==> src/rtl/frame_window_reader.sv <==
// Frame-buffer window reader: bursts a decimated window out of SDRAM into a marker-framed stream.
// Optional read-data watchdog enabled by defining FRAME_READER_WATCHDOG_EN.
`timescale 1ns/1ps
module frame_window_reader #(
  parameter int unsigned INPUT_IMAGE_WIDTH   = 640,
  parameter int unsigned INPUT_IMAGE_HEIGHT  = 480,
  parameter int unsigned OUTPUT_IMAGE_WIDTH  = 23,
  parameter int unsigned OUTPUT_IMAGE_HEIGHT = 17,
  parameter int unsigned STEP_X              = 1,
  parameter int unsigned STEP_Y              = 1,
  parameter int unsigned BURST_WORDS         = 8,
  parameter int unsigned ADDR_WIDTH          = 21,
  parameter int unsigned WATCHDOG_CYCLES     = 1024
) (
  input  logic                  i_clk,
  input  logic                  i_rst_n,
  input  logic                  i_init_done,
  input  logic                  i_start,
  input  logic [ADDR_WIDTH-1:0] i_frame_base_addr,
  input  logic [15:0]           i_win_x,
  input  logic [15:0]           i_win_y,
  output logic                  o_busy,
  output logic                  o_frame_done,
  output logic                  o_error,
  output logic                  o_cmd,
  output logic                  o_cmd_en,
  output logic [ADDR_WIDTH-1:0] o_addr,
  input  logic [31:0]           i_rd_data,
  input  logic                  i_rd_data_valid,
  output logic                  o_store_wr_en,
  input  logic                  i_store_queue_full,
  output logic [16:0]           o_store_queue_data
);

  localparam int unsigned BURST_PIXELS = 2 * BURST_WORDS;
  localparam int unsigned SPAN         = (OUTPUT_IMAGE_WIDTH - 1) * STEP_X + 1;
  localparam int unsigned NUM_BURSTS   = (SPAN + BURST_PIXELS - 1) / BURST_PIXELS;
  localparam int unsigned ROW_STRIDE   = STEP_Y * INPUT_IMAGE_WIDTH;
  localparam int unsigned Y_LAST       = (OUTPUT_IMAGE_HEIGHT - 1) * STEP_Y;
  localparam int unsigned SLOT_W       = $clog2(BURST_PIXELS);

  typedef enum logic [2:0] {
    StIdle, StFrameHdr, StRowHdr, StReadCmd, StReadData, StDrain, StFrameEnd
  } state_e;

  state_e                r_state, w_state_next;
  logic [ADDR_WIDTH-1:0] r_row_addr, r_burst_addr;
  logic [15:0]           r_row_idx, r_burst_idx, r_off;
  logic [3:0]            r_phase;
  logic [SLOT_W-1:0]     r_wcnt, r_slot;
  logic                  r_error, r_armed, r_frame_done;
  logic [15:0]           r_buf [BURST_PIXELS];

  logic [31:0]           w_x_end, w_y_end;
  logic [ADDR_WIDTH-1:0] w_start_addr;
  logic [SLOT_W-1:0]     w_widx;
  logic                  w_oob, w_accept, w_go, w_full, w_pix_slot, w_slot_adv;
  logic                  w_last_slot, w_last_burst, w_last_row, w_rd_last, w_wd_timeout;

  assign w_x_end      = {16'd0, i_win_x} + SPAN;
  assign w_y_end      = {16'd0, i_win_y} + Y_LAST;
  assign w_oob        = (w_x_end > INPUT_IMAGE_WIDTH) || (w_y_end >= INPUT_IMAGE_HEIGHT);
  assign w_accept     = i_start && i_init_done && (r_state == StIdle);
  assign w_go         = w_accept && !w_oob;
  assign w_start_addr = i_frame_base_addr + ADDR_WIDTH'({16'd0, i_win_y} * INPUT_IMAGE_WIDTH)
                      + ADDR_WIDTH'(i_win_x);
  assign w_full       = i_store_queue_full;
  assign w_widx       = r_wcnt << 1;
  // Slot carries an output pixel only on the decimation grid and inside the row span.
  assign w_pix_slot   = (r_off < 16'(SPAN)) && (r_phase == 4'd0);
  assign w_slot_adv   = (r_state == StDrain) && (!w_pix_slot || !w_full);
  assign w_last_slot  = (r_slot == SLOT_W'(BURST_PIXELS - 1));
  assign w_last_burst = (r_burst_idx == 16'(NUM_BURSTS - 1));
  assign w_last_row   = (r_row_idx == 16'(OUTPUT_IMAGE_HEIGHT - 1));
  assign w_rd_last    = (r_state == StReadData) && i_rd_data_valid
                      && (r_wcnt == SLOT_W'(BURST_WORDS - 1));

`ifdef FRAME_READER_WATCHDOG_EN
  localparam int unsigned WD_W = $clog2(WATCHDOG_CYCLES + 1);
  logic [WD_W-1:0] r_wd;

  always_ff @(posedge i_clk or negedge i_rst_n) begin
    if (!i_rst_n) begin
      r_wd <= '0;
    end else if ((r_state != StReadData) || i_rd_data_valid) begin
      r_wd <= '0;
    end else begin
      r_wd <= r_wd + WD_W'(1);
    end
  end

  assign w_wd_timeout = (r_state == StReadData) && !i_rd_data_valid
                      && (r_wd == WD_W'(WATCHDOG_CYCLES - 1));
`else
  assign w_wd_timeout = 1'b0;
`endif

  always_ff @(posedge i_clk or negedge i_rst_n) begin
    if (!i_rst_n) r_state <= StIdle;
    else          r_state <= w_state_next;
  end

  always_comb begin
    w_state_next       = r_state;
    o_cmd_en           = 1'b0;
    o_addr             = '0;
    o_store_wr_en      = 1'b0;
    o_store_queue_data = '0;
    unique case (r_state)
      StIdle: if (w_go) w_state_next = StFrameHdr;
      StFrameHdr: begin
        o_store_queue_data = 17'h10000;
        o_store_wr_en      = !w_full;
        if (!w_full) w_state_next = StRowHdr;
      end
      StRowHdr: begin
        o_store_queue_data = 17'h10001;
        o_store_wr_en      = !w_full;
        if (!w_full) w_state_next = StReadCmd;
      end
      StReadCmd: begin
        o_cmd_en     = 1'b1;
        o_addr       = r_burst_addr;
        w_state_next = StReadData;
      end
      StReadData: begin
        if (w_rd_last)         w_state_next = StDrain;
        else if (w_wd_timeout) w_state_next = StIdle;
      end
      StDrain: begin
        if (w_pix_slot) begin
          o_store_queue_data = {1'b0, r_buf[r_slot]};
          o_store_wr_en      = !w_full;
        end
        if (w_slot_adv && w_last_slot) begin
          if (!w_last_burst)    w_state_next = StReadCmd;
          else if (!w_last_row) w_state_next = StRowHdr;
          else                  w_state_next = StFrameEnd;
        end
      end
      StFrameEnd: begin
        o_store_queue_data = 17'h1FFFF;
        o_store_wr_en      = !w_full;
        if (!w_full) w_state_next = StIdle;
      end
      default: w_state_next = StIdle;
    endcase
  end

  always_ff @(posedge i_clk or negedge i_rst_n) begin
    if (!i_rst_n) begin
      r_row_addr   <= '0;
      r_burst_addr <= '0;
      r_row_idx    <= '0;
      r_burst_idx  <= '0;
      r_off        <= '0;
      r_phase      <= '0;
      r_wcnt       <= '0;
      r_slot       <= '0;
      r_error      <= 1'b0;
      r_armed      <= 1'b0;
      r_frame_done <= 1'b0;
    end else begin
      r_frame_done <= (r_state == StFrameEnd) && !w_full;
      if (w_accept) r_error <= w_oob;
      if (r_armed && i_rd_data_valid && (r_state != StReadData)) r_error <= 1'b1;
      if (w_wd_timeout) r_error <= 1'b1;
      unique case (r_state)
        StIdle: if (w_go) begin
          r_row_addr <= w_start_addr;
          r_row_idx  <= '0;
          r_armed    <= 1'b1;
        end
        StRowHdr: if (!w_full) begin
          r_burst_addr <= r_row_addr;
          r_burst_idx  <= '0;
          r_off        <= '0;
          r_phase      <= '0;
        end
        StReadCmd: begin
          r_wcnt <= '0;
          r_slot <= '0;
        end
        StReadData: if (i_rd_data_valid) r_wcnt <= r_wcnt + SLOT_W'(1);
        StDrain: if (w_slot_adv) begin
          r_slot  <= r_slot + SLOT_W'(1);
          r_off   <= r_off + 16'd1;
          r_phase <= (r_phase == 4'(STEP_X - 1)) ? 4'd0 : r_phase + 4'd1;
          if (w_last_slot) begin
            r_burst_idx  <= r_burst_idx + 16'd1;
            r_burst_addr <= r_burst_addr + ADDR_WIDTH'(BURST_PIXELS);
            if (w_last_burst) begin
              r_row_idx  <= r_row_idx + 16'd1;
              r_row_addr <= r_row_addr + ADDR_WIDTH'(ROW_STRIDE);
            end
          end
        end
        default: ;
      endcase
    end
  end

  always_ff @(posedge i_clk) begin
    if ((r_state == StReadData) && i_rd_data_valid) begin
      r_buf[w_widx]                <= i_rd_data[15:0];
      r_buf[w_widx | SLOT_W'(1)]   <= i_rd_data[31:16];
    end
  end

  assign o_busy       = (r_state != StIdle);
  assign o_frame_done = r_frame_done;
  assign o_error      = r_error;
  assign o_cmd        = 1'b0;

endmodule

==> config.mk <==
export PLATFORM = sky130hd
export DESIGN_NAME = frame_window_reader
export DESIGN_NICKNAME = d
export VERILOG_FILES = /design/src/rtl/frame_window_reader.sv
export SDC_FILE = /design/constraint.sdc
export NUM_CORES = 1
export LEC_CHECK = 0
export BUFFER_PORTS_ARGS = -buffer_cell sky130_fd_sc_hd__buf_2
export CAP_MARGIN = 40
export CORE_UTILIZATION = 45
export CTS_CLUSTER_DIAMETER = 120
export DETAILED_ROUTE_END_ITERATION = 12
export PLACE_DENSITY = 0.67
export SKIP_LAST_GASP = 1
export SLEW_MARGIN = 0
export SYNTH_ARGS = -nofsm -noshare
export SYNTH_HDL_FRONTEND = slang
export SYNTH_SLANG_ARGS = --single-unit
==> constraint.sdc <==
create_clock -name i_clk -period 6.2 [get_ports i_clk]
set_input_delay 0.93 -clock i_clk [delete_from_list [all_inputs] [get_ports i_clk]]
set_output_delay 0.93 -clock i_clk [all_outputs]
set_load 0.02 [all_outputs]
==> flow_metrics.py, run 1 <==
metrics = {
    "status": {
        "status": "finished clean",
    },
    "critical_path": {
        "end_kind": "primary output",
        "worstReg2RegStart": "r_phase[0]",
        "crit_type": "flop to primary output",
        "crit_path_start_kind": "flop",
        "crit_required_ns": 5.27,
        "critical_path.startpoint": "r_slot[0]",
        "path_max_fanout": 30,
        "timing.critical_path.arrival_ns": 3.42,
        "rr_worst_depth": 10,
    },
    "yosys": {
        "synth_area_per_cell_sq_um": 13.4,
        "synth_flop_cell": "edfxtp_1",
        "synthArstFlopShare": 0.297,
        "synth_edf_count": 256,
        "ys_warn_count": 0,
        "synth.distinct_cells": 74,
        "synthesis.area_sq_mm": 0.0178,
        "synthesis.nets": 1496,
        "syn_inst": 1326,
        "ys_ff_latch": 364,
        "yosysSeqAreaShare": 0.584,
    },
    "floorplan": {
        "initial_core_util": 0.458,
        "dieArea_sq_mm": 0.0403,
        "io_pins": 135,
        "fp-row-count": 72,
        "die_height_um": 201,
        "core_sq_mm": 0.0388,
        "fp.dieW_um": 201,
    },
    "placement": {
        "dp_hpwl_um": 25200,
        "dp_slack_ns": 1.61,
        "placed_area_sq_mm": 0.0192,
        "gp_congestion": 0.846,
        "io_buffers": 133,
    },
    "routing": {
        "wl_met3_um": 2060,
        "viasPerCell": 5.57,
        "vias": 11254,
        "ant_nets": 0,
        "met2_length_um": 18500,
        "met1Wirelength_um": 16600,
        "dr.max_layer_used": "met5",
        "post_drt_wl_per_cell_um": 18.7,
        "drtIter0Drc": 777,
        "drt-pass1-iter-count": 5,
        "drc_errors": 0,
        "wirelength_um": 37800,
    },
    "global_routing": {
        "overflow": 0,
        "grt_pass1_vias": 11036,
        "grt_usage": 0.189,
        "antenna_found_initial": 4,
        "grt_max_degree": 51,
        "grt_pass1_wl_um": 60400,
    },
    "timing": {
        "max_slew.worst_pin.slew_ns": 0.886,
        "min_period_ns": 4.35,
        "finalSetupViolCount": 0,
        "max_freq_ghz": 0.230,
        "fin_ws_ns": 1.85,
        "hold_violations": 0,
        "setup_tns_ns": 0,
        "finalCritPeriodShare": 0.702,
        "relSlewSlack": 0.408,
        "finalClockSkew_ns": 0.0185,
        "grt_setup_unrepaired": "false",
        "hold_slack_ns": 0.332,
        "finalMaxSlewViolations": 0,
    },
    "pwr": {
        "p_leak_nw": 7.78,
        "combPwrFrac": 0.256,
        "internal_power_mw": 4.85,
        "p_seq_frac": 0.413,
        "power_density_mw_per_mm2": 339,
        "p_sw_mw": 2.09,
        "vdd_drop_max_mv": 0.337,
        "p_clk_frac": 0.331,
        "swShare": 0.301,
    },
    "cells_and_area": {
        "nNetsFinal": 1640,
        "layout-drive-gt1-share": 0.220,
        "area_delta_synth_final_pct": 15.2,
        "layout_common_cells": "edfxtp_1, buf_2, nand2_1",
        "final_area_sq_mm": 0.0205,
        "mostFrequentLayoutCell": "edfxtp_1",
    },
    "clock_network": {
        "cts-resized-gates": 0,
        "cts.sinks": 364,
        "clk_latency_ns": 0.55,
        "cts_setup_buffers": 0,
        "clockRootBuffer": "clkbuf_16",
        "cts_max_level": 2,
        "cts_buffer_depth": 3,
        "cts_hold_repair.buffers": 0,
        "cts_made_buffers": 38,
        "clk_pin_slew_ns": 0.06,
        "cts_tree": "done",
    },
    "worst_hold_path": {
        "holdCritPathClass": "input pin to async pin",
    },
    "run": {
        "cap_viol_max_count": 0,
    },
}
-- per-layer routing --
layer / up-vias / global-route usage
met1: 5657 / 0.260
met5: - / 0
met2: 255 / 0.313
met4: 6 / 0.0428
li1: 5290 / -
met3: 46 / 0.0346
-- cells by family after synthesis --
group | count (synthesis) | share of synthesized area
AND/OR/NAND/NOR | 397 | 0.109
flip-flops | 364 | 0.584
AO/OA/AOI/OAI | 230 | 0.0813
buffers and inverters | 95 | 0.0220
multiplexers | 94 | 0.110
adder cells (fa/ha/maj) | 79 | 0.0602
XOR/XNOR | 66 | 0.0325
other | 1 | 0.000211
-- final timing paths --
kind                                          to  slack [ns]
max reg2reg                       r_row_addr[10]        3.04
min                              r_burst_addr[0]        0.33
min reg2reg                      r_burst_addr[0]        0.47
min in group i_clk               r_burst_addr[0]        0.47
max                        o_store_queue_data[3]        1.85
max in group asynchronous              r_slot[0]        4.69
-- layout make-up --
class                   count  area [sq um]
flip-flops and latches    364         10400
repair buffers            156           955
clock buffers              51          1030
clock inverters            18           231
well taps                 518           648
multi-input cells         867          7060
fillers                  3174         18300
diodes                      2          5.00
inverters                  43           161
-- Yosys cell counts, types with 4 or more instances --
cell / count / area share
xnor2_1: 28 / 0.014
ha_1: 68 / 0.048
buf_4: 5 / 0.0021
nor4_1: 11 / 0.0039
inv_1: 43 / 0.0091
and4_1: 6 / 0.0030
nand2_1: 107 / 0.023
a211oi_1: 4 / 0.0017
nand3_1: 44 / 0.012
nor3_1: 17 / 0.0048
and2_1: 20 / 0.0070
o21a_1: 4 / 0.0017
mux4_2: 80 / 0.10
dfrtp_1: 108 / 0.15
nor2b_1: 5 / 0.0018
o21ai_0: 58 / 0.016
fa_1: 11 / 0.012
nand2b_1: 14 / 0.0049
xor2_1: 38 / 0.019
buf_1: 4 / 0.00084
nand4_1: 14 / 0.0049
nor3b_1: 4 / 0.0017
a21oi_1: 77 / 0.022
o31ai_1: 4 / 0.0017
mux2_2: 8 / 0.0051
o211ai_1: 4 / 0.0017
a21o_1: 11 / 0.0046
or3_1: 8 / 0.0028
buf_2: 13 / 0.0037
mux2i_1: 5 / 0.0028
edfxtp_1: 256 / 0.43
and3_1: 17 / 0.0060
clkbuf_1: 30 / 0.0063
nor2_1: 110 / 0.023
o22ai_1: 9 / 0.0032
a21boi_0: 16 / 0.0068
a31oi_1: 10 / 0.0035
-- flip-flops by register name (all words and copies together) (netlist names) --
name          count
r_state           3
r_off            16
r_wcnt            4
r_burst_addr     21
r_slot            4
o_frame_done      1
r_row_idx        16
r_armed           1
r_phase           4
r_burst_idx      16
r_row_addr       21
o_error           1
r_buf           256
-- power by group through the flow --
stage	sequential, mW	clock, mW	combinational [mW]
2_1_floorplan	2.82	0	1.38
3_3_place_gp	2.92	0	1.74
3_5_place_dp	2.92	0	1.78
4_1_cts	2.87	2.35	1.79
5_1_grt	2.89	2.44	1.95
6_report	2.87	2.30	1.78
-- through the flow --
step / power, mW / std cells / utilization
floorplan: 4.20 / 1326 / -
global placement: 4.66 / 1939 / 0.490
detailed placement: 4.70 / 1948 / 0.495
CTS: 7.00 / 2017 / 0.528
global route: 7.28 / 2018 / 0.528
finish: 6.94 / 2019 / 0.528
-- critical path, stage by stage, from the launching register on --
cell,delay [ns]
dfrtp_4,0.79
buf_4,0.51
mux4_2,0.57
mux4_2,0.49
nand2_1,0.11
a21boi_0,0.13
buf_2,0.25
(Power assumes the default switching activity.)
==> run 2, diff against run 1 <==
==> constraint.sdc (replaced) <==
create_clock -name i_clk -period 4.3 [get_ports i_clk]
set_input_delay 0.645 -clock i_clk [delete_from_list [all_inputs] [get_ports i_clk]]
set_output_delay 0.645 -clock i_clk [all_outputs]
set_load 0.02 [all_outputs]
==> run 2 against run 1 <==
  * Cell area barely moved
  * Worst setup slack worse by 1.4 ns
  * Power is 44% higher
  * Routed wire length down 0.35%
  * Non-clock buffer count grew 2
  * Register-to-register slack got worse by 1.7 ns
  * Largest cell class unchanged
  * Highest routed layer unchanged
==> flow_metrics.py, run 2 (same netlist as run 1, synthesis figures left out) <==
metrics = {
    "floorplan": {
        "fp.dieW_um": 201,
        "io_pins": 135,
        "die_height_um": 201,
        "initial_core_util": 0.458,
        "dieArea_sq_mm": 0.0403,
        "core_sq_mm": 0.0388,
        "fp-row-count": 72,
    },
    "global_routing": {
        "overflow": 0,
        "grt_usage": 0.187,
        "antenna_found_initial": 5,
        "grt_max_degree": 109,
        "grt_pass1_wl_um": 59900,
        "grt_pass1_vias": 11232,
    },
    "placement": {
        "io_buffers": 133,
        "gp_congestion": 0.839,
        "dp_hpwl_um": 24700,
    },
    "clock_network": {
        "cts_max_level": 2,
        "cts.sinks": 364,
        "cts_hold_repair.buffers": 0,
        "clk_pin_slew_ns": 0.06,
        "cts_tree": "done",
        "clk_latency_ns": 0.54,
        "clockRootBuffer": "clkbuf_16",
        "cts_made_buffers": 39,
        "cts-resized-gates": 0,
        "cts_buffer_depth": 3,
        "cts_setup_buffers": 0,
    },
    "routing": {
        "drt-pass1-iter-count": 5,
        "ant_nets": 0,
        "met1Wirelength_um": 16200,
        "dr.max_layer_used": "met5",
        "drtIter0Drc": 912,
        "met2_length_um": 18100,
        "wl_met3_um": 2540,
        "drc_errors": 0,
        "post_drt_wl_per_cell_um": 18.6,
        "wirelength_um": 37600,
        "viasPerCell": 5.56,
        "vias": 11243,
    },
    "timing": {
        "setup_tns_ns": 0,
        "relSlewSlack": 0.428,
        "max_freq_ghz": 0.263,
        "max_slew.worst_pin.slew_ns": 0.858,
        "min_period_ns": 3.81,
        "finalMaxSlewViolations": 0,
        "finalCritPeriodShare": 0.885,
        "finalClockSkew_ns": 0.0128,
        "finalSetupViolCount": 0,
        "hold_violations": 0,
        "grt_setup_unrepaired": "false",
    },
    "pwr": {
        "p_leak_nw": 7.79,
        "power_density_mw_per_mm2": 487,
        "vdd_drop_max_mv": 0.388,
        "power_mw": 9.98,
    },
    "critical_path": {
        "end_kind": "primary output",
        "r2r_setup_slack_ns": 1.32,
        "r2r_end": "r_row_addr[16]",
        "path_max_fanout": 21,
        "cpMostUsedCell": "mux4_2",
        "cp_slowest_stage_delay_ns": 0.68,
        "timing.critical_path.arrival_ns": 3.16,
        "rr_worst_depth": 10,
        "crit_type": "flop to primary output",
        "crit_path_start_kind": "flop",
        "worstReg2RegStart": "r_state[0]",
        "cp_cell_sequence": "buf_4, mux4_2, mux4_2, nand2_1, a21boi_0, buf_2",
        "cp_num_buf_inv": 2,
        "cpMaxStageDelayCell": "dfrtp_4",
        "critical-path-top-delay-family": "multiplexers",
        "crit_required_ns": 3.65,
    },
    "cells_and_area": {
        "layout-drive-gt1-share": 0.223,
        "n_fill_cell": 3192,
        "layout_common_cells": "edfxtp_1, buf_2, nand2_1",
        "mostFrequentLayoutCell": "edfxtp_1",
        "largestRegisters": "r_buf (256), r_burst_addr (21), r_row_addr (21)",
        "final_core_util": 0.528,
        "largest_reg_flops": 256,
        "regArea_sq_mm": 0.0104,
        "nNetsFinal": 1643,
        "area_delta_synth_final_pct": 15.3,
        "multiInputGateArea_sq_mm": 0.00706,
        "largest-register": "r_buf",
    },
    "status": {
        "status": "finished clean",
    },
    "worst_hold_path": {
        "holdCritPathClass": "input pin to async pin",
    },
    "run": {
        "cap_viol_max_count": 0,
    },
}
-- run 2: layout make-up --
class                           count  share of cell area
Antenna cell                        1            0.000122
Clock buffer                       55              0.0525
Clock inverter                     16             0.00836
Inverter                           43             0.00787
Multi-Input combinational cell    867               0.344
Sequential cell                   364               0.507
Tap cell                          518              0.0316
Timing Repair Buffer              158              0.0481
-- run 2: power breakdown --
group | switching [mW] | internal (mW) | total (mW)
clock network | 1.37 | 1.89 | 3.27
logic | 1.46 | 1.16 | 2.62
registers | 0.194 | 3.91 | 4.10
total | 3.02 | 6.96 | 9.98
-- run 2: per-stage QoR --
stage,setup WS (ns),hold slack (ns),std cells,instance area (sq um)
floorplan,0.415,0.349,1326,17800
global placement,0.0909,0.450,1944,19100
detailed placement,0.0540,0.454,1950,19300
CTS,0.424,0.204,2021,20500
global route,0.252,0.211,2022,20500
finish,0.494,0.148,2022,20500
-- run 2: worst max-delay path by stage --
| stage | startpoint | end | slack [ns] | cells past startpoint |
|---|---|---|---|---|
| after floorplan | i_win_y[2] | r_row_addr[18] | 0.41 | 15 |
| after global placement | i_win_y[2] | r_row_addr[18] | 0.09 | 16 |
| after detailed placement | i_win_y[2] | r_row_addr[18] | 0.05 | 16 |
| after CTS | r_slot[0] | o_store_queue_data[11] | 0.42 | 6 |
| after global routing | i_win_y[1] | r_row_addr[19] | 0.25 | 18 |
| final | r_slot[0] | o_store_queue_data[11] | 0.49 | 6 |
-- run 2: worst reg2reg max path, stage by stage (launching register included) --
cell and delay, ns:
dfrtp_1 0.40, inv_1 0.11, ha_1 0.36, nand2b_1 0.21
nor2_1 0.25, nand3_1 0.13, nor2_1 0.14, and4_1 0.61
nor2_2 0.29, o21ai_0 0.23, o21ai_0 0.10
-- run 2: metal layers --
metal,up-vias,track usage
li1,5302,-
met1,5555,0.257
met2,321,0.303
met3,59,0.0356
met4,6,0.0548
met5,-,0
